## src/rtl/checksum_calc_if.sv

```systemverilog
// checksum_calc_if: bundles the packet stream ports and the checksum FIFO push port.
// Ports: s_din/s_valid/s_rdy are the input stream, m_dout/m_valid/m_rdy the output stream,
//   csum_data/csum_valid/csum_full the checksum FIFO side. slave = checksum_calc, master = its environment.
interface checksum_calc_if #(
  parameter int DATA_WIDTH = 73
);
  logic [DATA_WIDTH-1:0] s_din;
  logic                  s_valid;
  logic                  s_rdy;
  logic [DATA_WIDTH-1:0] m_dout;
  logic                  m_valid;
  logic                  m_rdy;
  logic [15:0]           csum_data;
  logic                  csum_valid;
  logic                  csum_full;

  modport slave (
    input  s_din, s_valid, m_rdy, csum_full,
    output s_rdy, m_dout, m_valid, csum_data, csum_valid
  );

  modport master (
    output s_din, s_valid, m_rdy, csum_full,
    input  s_rdy, m_dout, m_valid, csum_data, csum_valid
  );
endinterface

```

## src/rtl/checksum_calc.sv

```systemverilog
// checksum_calc: passes the tx packet stream through a 2-entry skid buffer unchanged and pushes
//   one 16-bit TCP ones'-complement checksum per packet to the checksum FIFO, in packet order.
// Latency: data 1 cycle through an empty skid; checksum valid 2 cycles after the last-beat handshake.
// Backpressure: s_rdy drops when the skid holds 2 beats or csum_full is set; csum_valid is never held off.
// Ports: clk, rst (synchronous, active-high); bus (checksum_calc_if.slave) carries s_din/s_valid/s_rdy,
//   m_dout/m_valid/m_rdy and csum_data/csum_valid/csum_full. Beat: [72:9] data, [8:1] keep, [0] last.
// Build option: define CSUM_PSEUDO_HDR_EN to include the IPv4 (IHL=5) TCP pseudo-header in the sum.
module checksum_calc #(
  parameter int DATA_WIDTH = 73,
  parameter int CSUM_START = 34,
  parameter int CSUM_FIELD = 50
) (
  input logic            clk,
  input logic            rst,
  checksum_calc_if.slave bus
);

`ifdef CSUM_PSEUDO_HDR_EN
  // -20 in ones'-complement: turns the summed IP total length into the TCP length.
  localparam logic [15:0] PSEUDO_CONST = 16'hFFEB;

  // IP total length (16-17), protocol (23, lands in the low byte) and src/dst addresses (26-33).
  function automatic logic is_pseudo_hdr(input logic [5:0] off);
    return (off == 6'd16) || (off == 6'd17) || (off == 6'd23) ||
           ((off >= 6'd26) && (off <= 6'd33));
  endfunction
`else
  localparam logic [15:0] PSEUDO_CONST = 16'h0000;
`endif

  logic                  in_hs;
  logic                  out_hs;
  logic                  last_hs;
  logic [DATA_WIDTH-1:0] skid_mem [2];
  logic                  wr_ptr;
  logic                  rd_ptr;
  logic [1:0]            skid_cnt;

  assign in_hs   = bus.s_valid && bus.s_rdy;
  assign out_hs  = bus.m_valid && bus.m_rdy;
  assign last_hs = in_hs && bus.s_din[0];

  assign bus.s_rdy   = !rst && (skid_cnt != 2'd2) && !bus.csum_full;
  assign bus.m_valid = (skid_cnt != 2'd0);
  assign bus.m_dout  = skid_mem[rd_ptr];

  always_ff @(posedge clk) begin
    if (rst) begin
      skid_mem[0] <= '0;
      skid_mem[1] <= '0;
      wr_ptr      <= 1'b0;
      rd_ptr      <= 1'b0;
      skid_cnt    <= 2'd0;
    end else begin
      if (in_hs) begin
        skid_mem[wr_ptr] <= bus.s_din;
        wr_ptr           <= !wr_ptr;
      end
      if (out_hs) begin
        rd_ptr <= !rd_ptr;
      end
      case ({in_hs, out_hs})
        2'b10:   skid_cnt <= skid_cnt + 2'd1;
        2'b01:   skid_cnt <= skid_cnt - 2'd1;
        default: ;
      endcase
    end
  end

  logic [2:0]  beat_cnt;
  logic [5:0]  lane_off;
  logic        lane_use;
  logic [7:0]  mbyte [8];
  logic [17:0] beatsum;
  logic [31:0] acc;
  logic [31:0] fin;
  logic        fin_vld;
  logic [16:0] f1;
  logic [15:0] f2;
  logic [15:0] csum_q;
  logic        csum_vld_q;

  // Lane offset = 8*beat + lane. Once the count saturates at 7 every lane sits at >= 56,
  // so beyond that point only keep can mask a byte.
  always_comb begin
    lane_off = '0;
    lane_use = 1'b0;
    for (int k = 0; k < 8; k++) begin
      lane_off = {beat_cnt, 3'(k)};
      lane_use = bus.s_din[k+1];
`ifdef CSUM_PSEUDO_HDR_EN
      if ((lane_off < 6'(CSUM_START)) && !is_pseudo_hdr(lane_off)) lane_use = 1'b0;
`else
      if (lane_off < 6'(CSUM_START)) lane_use = 1'b0;
`endif
      // The checksum field itself is always summed as zero.
      if ((lane_off == 6'(CSUM_FIELD)) || (lane_off == 6'(CSUM_FIELD + 1))) lane_use = 1'b0;
      mbyte[k] = lane_use ? bus.s_din[8*k+9 +: 8] : 8'h00;
    end
  end

  // Even lanes are the high byte of each 16-bit word (network byte order).
  assign beatsum = 18'({mbyte[0], mbyte[1]}) + 18'({mbyte[2], mbyte[3]}) +
                   18'({mbyte[4], mbyte[5]}) + 18'({mbyte[6], mbyte[7]});

  // Two folds are enough: the first leaves at most 0x1FFFE, the second cannot carry again.
  assign f1 = 17'(fin[15:0]) + 17'(fin[31:16]);
  assign f2 = f1[15:0] + 16'(f1[16]);

  always_ff @(posedge clk) begin
    if (rst) begin
      beat_cnt   <= 3'd0;
      acc        <= '0;
      fin        <= '0;
      fin_vld    <= 1'b0;
      csum_q     <= '0;
      csum_vld_q <= 1'b0;
    end else begin
      if (in_hs) begin
        if (bus.s_din[0]) begin
          beat_cnt <= 3'd0;
          acc      <= '0;
          fin      <= acc + 32'(beatsum) + 32'(PSEUDO_CONST);
        end else begin
          if (beat_cnt != 3'd7) beat_cnt <= beat_cnt + 3'd1;
          acc <= acc + 32'(beatsum);
        end
      end
      // fin is consumed in the fold this cycle, so a last beat accepted now may refill it.
      fin_vld    <= last_hs;
      csum_vld_q <= fin_vld;
      if (fin_vld) csum_q <= ~f2;
    end
  end

  assign bus.csum_data  = csum_q;
  assign bus.csum_valid = csum_vld_q;

endmodule

```

## src/flat_wrapper.sv

```systemverilog
// flat-port wrapper written by rule: the top's interface ports become plain ports
module checksum_calc_flat 
#(
  parameter int DATA_WIDTH = 73,
  parameter int CSUM_START = 34,
  parameter int CSUM_FIELD = 50
)
  (clk, rst, bus_s_din, bus_s_valid, bus_m_rdy, bus_csum_full, bus_s_rdy, bus_m_dout, bus_m_valid, bus_csum_data, bus_csum_valid);
  checksum_calc_if #(.DATA_WIDTH(DATA_WIDTH)) bus_i ();
  input logic clk;
  input logic rst;
  input wire logic [$bits(bus_i.s_din)-1:0] bus_s_din;
  input wire logic [$bits(bus_i.s_valid)-1:0] bus_s_valid;
  input wire logic [$bits(bus_i.m_rdy)-1:0] bus_m_rdy;
  input wire logic [$bits(bus_i.csum_full)-1:0] bus_csum_full;
  output wire logic [$bits(bus_i.s_rdy)-1:0] bus_s_rdy;
  output wire logic [$bits(bus_i.m_dout)-1:0] bus_m_dout;
  output wire logic [$bits(bus_i.m_valid)-1:0] bus_m_valid;
  output wire logic [$bits(bus_i.csum_data)-1:0] bus_csum_data;
  output wire logic [$bits(bus_i.csum_valid)-1:0] bus_csum_valid;
  assign bus_i.s_din = bus_s_din;
  assign bus_i.s_valid = bus_s_valid;
  assign bus_i.m_rdy = bus_m_rdy;
  assign bus_i.csum_full = bus_csum_full;
  assign bus_s_rdy = bus_i.s_rdy;
  assign bus_m_dout = bus_i.m_dout;
  assign bus_m_valid = bus_i.m_valid;
  assign bus_csum_data = bus_i.csum_data;
  assign bus_csum_valid = bus_i.csum_valid;
  checksum_calc #(.DATA_WIDTH(DATA_WIDTH), .CSUM_START(CSUM_START), .CSUM_FIELD(CSUM_FIELD)) u_core (.clk(clk), .rst(rst), .bus(bus_i));
endmodule
```

## config.mk

```make
export PLATFORM = sky130hd
export DESIGN_NAME = checksum_calc_flat
export DESIGN_NICKNAME = d
export VERILOG_FILES = /design/src/rtl/checksum_calc_if.sv /design/src/rtl/checksum_calc.sv /design/src/flat_wrapper.sv
export SDC_FILE = /design/constraint.sdc
export NUM_CORES = 1
export LEC_CHECK = 0
export ABC_CLOCK_PERIOD_IN_PS = 10000
export CORE_AREA = 2 2 171 173
export CTS_CLUSTER_DIAMETER = 50
export DETAILED_ROUTE_END_ITERATION = 16
export DIE_AREA = 0 0 173 175
export GPL_TIMING_DRIVEN = 0
export PLACE_DENSITY_LB_ADDON = 0.05
export SLEW_MARGIN = 40
export SYNTH_ARGS = -nofsm -noshare
export SYNTH_HDL_FRONTEND = slang
export SYNTH_SLANG_ARGS = --single-unit
```

## constraint.sdc

```tcl
create_clock -name clk -period 10 [get_ports clk]
set_clock_uncertainty 0.2 [all_clocks]
set_input_delay 1.5 -clock clk [delete_from_list [all_inputs] [get_ports clk]]
set_output_delay 1.5 -clock clk [all_outputs]
set_load 0.1 [all_outputs]
```

; ---- Yosys cells after proc, flatten, opt, wreduce, memory -nomap -nowiden
; Memories as Yosys holds them, arrays and structs flattened. A register that Yosys moved wholly into a read port is not among the register bits.
; Index checks and enable logic that the tools add are counted.
[op_classes]
n_addsub = 9
multipliers = 0
n_div = 0
n_lt_le_gt_ge = 8
eq_ne = 5
n_shift = 0
n_mux = 32
bitwise = 1
n_reduce_logical = 15
[ops]
columns = cell, n
row1 = 2-to-1 mux 73 bit, 1
row2 = OR reduction 73 bit, 1
row3 = 2-to-1 mux 8 bit, 8
row4 = "< comparator 6 bit, second input constant", 8
row5 = adder 18 x 16 -> 18 bit, 2
row6 = adder 16 x 16 -> 17 bit, 2
row7 = adder 32 x 18 -> 32 bit, 1
row8 = 2-to-1 mux 32 bit, 1
row9 = 2-to-1 mux 1 bit, 19
row10 = adder 16 x 1 -> 16 bit, 1
row11 = inverter 16 bit, 1
row12 = 2-to-1 mux 3 bit, 2
row13 = nonzero test 2 bit, 3
row14 = logical AND 1 bit, 5
row15 = zero test 1 bit, 4
row16 = one-hot mux 2 bit (2 select lines), 1
row17 = AND reduction 2 bit, 2
row18 = "adder 3 x 1 -> 3 bit, second input constant", 1
row19 = "equality test 3 bit, second input constant", 1
row20 = "!= test 3 bit, second input constant", 1
row21 = "adder 2 x 1 -> 2 bit, second input constant", 1
row22 = "equality test 2 x 1 -> 1 bit, second input constant", 1
row23 = "equality test 2 bit, second input constant", 1
row24 = "!= test 2 bit, second input constant", 1
row25 = "subtractor 2 x 1 -> 2 bit, second input constant", 1
[totals]
reg_bits = 89
latch_bits = 0
mem_bits_rw = 146
romBits = 0
output_inout_bits = 92
word_cells = 80
n_memories = 1
[memory_table]
columns = memory, words, word_bits, rd, rd_clocked_by_memory_dff, wr, line_no
row1 = u_core.skid_mem, 2, 73, 1, 1, 2, checksum_calc.sv:34  ; logic [DATA_WIDTH-1:0] skid_mem [2];

; ---- Logic depth before layout (Yosys ltp)
[logic_depth]
ltp_word = 9
ltp_mapped = 37

; ---- Worst setup path before layout
; Ideal clock, no wire load.
[synth_path]
kind = input-to-reg
start = input rst
end = memory u_core.skid_mem[0][0] (enable)
setup_ns = 0.605
arrival_time_ns = 10.007
path_slack_ns = -0.812
stages = 7
n_path_buf = 3
path_cell_list = clkbuf_1 -> a211oi_1 -> and2_1 -> inv_1 -> clkbuf_1 -> buf_1 -> o21ai_0
[synth_lines]
columns = item, line_no
row1 = from (decl), flat_wrapper.sv:11  ; input logic rst;
row2 = to (decl), checksum_calc.sv:34

; ---- Worst setup path after layout
[layout_path]
start = input bus_s_din[4]
end = register u_core.acc[22]
[layout_between]
elab_chain_len = 8
[layout_rtl]
columns = item, line_no
row1 = from (decl), flat_wrapper.sv:12  ; input wire logic [$bits(bus_i.s_din)-1:0] bus_s_din;
row2 = 2-to-1 mux 1 bit, checksum_calc.sv:94  ; if (lane_off < 6'(CSUM_START)) lane_use = 1'b0;
row3 = 2-to-1 mux 1 bit, checksum_calc.sv:97  ; if ((lane_off == 6'(CSUM_FIELD)) || (lane_off == 6'(CSUM_FIELD + 1))) lane_use = 1'b0;
row4 = 2-to-1 mux 8 bit, checksum_calc.sv:98  ; mbyte[k] = lane_use ? bus.s_din[8*k+9 +: 8] : 8'h00;
row5 = adder 16 x 16 -> 17 bit, checksum_calc.sv:103  ; assign beatsum = 18'({mbyte[0], mbyte[1]}) + 18'({mbyte[2], mbyte[3]}) +
row6 = adder 18 x 16 -> 18 bit, checksum_calc.sv:103
row7 = adder 18 x 16 -> 18 bit, checksum_calc.sv:104  ; 18'({mbyte[4], mbyte[5]}) + 18'({mbyte[6], mbyte[7]});
row8 = adder 32 x 18 -> 32 bit, checksum_calc.sv:126  ; acc <= acc + 32'(beatsum);
row9 = 2-to-1 mux 32 bit, checksum_calc.sv:120  ; if (bus.s_din[0]) begin
row10 = to (signal assigned), checksum_calc.sv:126
row11 = to (decl), checksum_calc.sv:75  ; logic [31:0] acc;
; No other way between the ends.
; A chain may end at the register's enable or synchronous reset.

==> reports/metrics.csv <==
metric,value,unit
grt.overflow.total,0,
rr_startpoint,u_core.beat_cnt[0],
syn-cell-area,14000,µm²
ys.flop_type,edfxtp_1,
synth_area_per_cell,10.0,µm²
core,28400,µm²
end_kind,register,
ys_warn_count,0,
grt_max_degree,40,
clock-root-buffer,clkbuf_16,
finalSetupViolations,0,
slowest_stage,clkdlybuf4s50_1,
synth_cells,1396,
reg2reg_to,u_core.acc[22],
gp_congestion,0.857,
drt_iter0_markers,594,
most-common-layout-cells,"edfxtp_1 (146), and2_1 (109), nand2_1 (104)",
slew_headroom,0.488,
vias_per_cell,5.56,
combPwrFrac,0.222,
fin_crit,8.46,ns
rsz0062_at_grt,no,
hold_start,u_core.fin[6],
rows,62,
hold_class,register to register,
finalWirelength,38.5,mm
syn_nets,1567,
area_delta_synth_final,20.3,%
hold_viol,0,
fmax,118,MHz
p_clk_frac,0.387,
cts_buffers,30,
hpwl,28.9,mm
clock-sinks,236,
min_to,u_core.fin[6],
pwr_density_cell,165,nW/µm²
switching_share,0.336,
remaining_drc_errors,0,
port_buffers,168,
worstPathMaxFanout,10,
h-tree-depth,1,
crit_start,bus_s_din[4],
antenna_found_initial,0,
tightest_slew,0.768,ns
synth-edff-count,146,
grt_pass1_wl,60.3,mm
drive_above_1_share,0.151,
n_antenna_cell,0,
synth_top_area_share,0.313,
netSwitchingPower,0.932,mW
start_kind,input port,
synth_cell_types,72,
num_vias,11200,
p_leak,7.37,nW
first_pass_iters,5,
r2r_slack,2.39,ns
synth.largest_area_cell,edfxtp_1,
seqPwrFrac,0.391,
arrival,8.76,ns
slowest_delay,0.56,ns
clock_latency,0.56,ns
post_cts_buffers,0,
synth_area_leaders,"edfxtp_1 (31%), dfxtp_1 (13%), ha_1 (6.5%), mux2_2 (5.9%), and2_1 (4.9%)",
cts-hold-fix-buffers,0,
tritoncts,built,
slew_viol_final,0,
setup_tns,0,ns
crit_top_cell,a21o_1,
worstSetupPathType,input port to register,
vdd_drop_max,0.110,mV
grt_pass1_vias,11000,
place_inst,1954,
p_total,2.77,mW
final_nets,1773,
post_cts_resized,0,
post_drt_wl_per_cell,19.1,µm
synthArstFlopShare,0,
clk_pin_slew,0.06,ns
ys_ff_latch,236,
cap_violations,0,
worstPathRequired,10.30,ns
ioPinCount,170,
reg2reg_depth,35,
whs_path_depth,2,
antenna_left,0,
final_common_cell,edfxtp_1,
finish.utilization,0.594,
initial_core_util,0.493,
p_int,1.84,mW
ys_seq_area_frac,0.442,
dieHeight,175,µm
clockBufferDepth,3,
status,"finished, final reports clean",
die_area,30300,µm²
grt_util_all_layers,0.252,
die_w,173,µm
final_cells,2010,
finalCritPeriodShare,0.846,
==> sequential cells by signal (all words and copies together), names as in the netlist, named ones only <==
name / cells
u_core.skid_mem: 146
u_core.acc: 32
u_core.fin: 32
u_core.bus.csum_data: 16
u_core.beat_cnt: 3
u_core.skid_cnt: 2
u_core.bus.csum_valid: 1
u_core.fin_vld: 1
u_core.rd_ptr: 1
u_core.wr_ptr: 1
==> power groups by stage <==
stage / registers, mW / clock network (mW) / logic, mW
after floorplan: 1.12 / 0 / 0.465
after global placement: 1.11 / 0 / 0.655
after detailed placement: 1.11 / 0 / 0.617
after CTS: 1.08 / 1.09 / 0.618
after global routing: 1.09 / 1.12 / 0.635
final: 1.08 / 1.07 / 0.614
==> how the worst max path moves through the flow <==
stage | end | slack [ns] | cells after the start
2_1_floorplan | u_core.skid_mem[0][0] | 1.16 | 7
3_3_place_gp | u_core.skid_mem[0][36] | 0.35 | 7
3_5_place_dp | u_core.acc[22] | 1.00 | 34
4_1_cts | u_core.acc[22] | 1.54 | 34
5_1_grt | u_core.fin[23] | 0.85 | 32
6_report | u_core.acc[22] | 1.54 | 34
==> routing by layer <==
layer,up-vias,GRT usage,wire [µm],part of all wire
met3,80,0.0352,1700,0.044
met1,5373,0.315,16300,0.42
li1,5447,-,-,-
met5,-,0,0,0
met4,0,0.104,1730,0.045
met2,269,0.437,18700,0.49
==> through the flow <==
| step | hold WS [ns] | cell area, µm² | setup slack, ns |
|---|---|---|---|
| final | 0.265 | 16900 | 1.54 |
| after global routing | 0.293 | 16900 | 0.848 |
| after CTS | 0.261 | 16800 | 1.54 |
| after detailed placement | 0.252 | 15800 | 1.00 |
| after global placement | 0.246 | 16200 | 0.345 |
| after floorplan | 0.236 | 14000 | 1.16 |
==> worst max-delay path: cells and delay by family <==
kind / cells / cell delay [ns]
and+or+nand+nor: 9 / 1.68
buffers and inverters: 6 / 1.38
adders and majority gates: 5 / 1.73
xor gates and xnor gates: 2 / 0.37
AOI/OAI and AO/OA: 12 / 2.07
==> cell usage after synthesis, drive strengths merged, types with 7 or more instances <==
| cell | n |
|---|---|
| a211oi | 9 |
| a21o | 22 |
| a21oi | 66 |
| a31oi | 9 |
| a32oi | 8 |
| and2 | 110 |
| and3 | 95 |
| buf | 8 |
| clkbuf | 67 |
| dfxtp | 90 |
| edfxtp | 146 |
| fa | 20 |
| ha | 73 |
| inv | 64 |
| mux2 | 74 |
| mux2i | 8 |
| nand2 | 105 |
| nand3 | 62 |
| nand4 | 10 |
| nor2 | 83 |
| nor2b | 7 |
| nor3 | 35 |
| o21ai | 41 |
| or3 | 12 |
| or4 | 8 |
| xnor2 | 38 |
| xor2 | 36 |
==> kinds of logic (layout without fill, tap and decap cells) <==
family | Yosys count | after routing | synth area share
flip-flops | 236 | 236 | 0.442
adder cells (fa/ha/maj) | 93 | 93 | 0.0938
XOR/XNOR | 74 | 74 | 0.0468
AND/OR/NAND/NOR | 550 | 550 | 0.207
AO/OA/AOI/OAI | 222 | 222 | 0.108
buffers and inverters | 139 | 369 | 0.0376
multiplexers | 82 | 82 | 0.0652
==> final cells by class <==
cell class	count	area, µm²
Fill cell	2503	11500
Multi-Input combinational cell	1021	7320
Sequential cell	236	6190
Timing Repair Buffer	174	1330
Clock buffer	39	857
Tap cell	384	480
Buffer	75	290
Inverter	64	240
Clock inverter	17	153
Power figures use the tool's default switching activity.
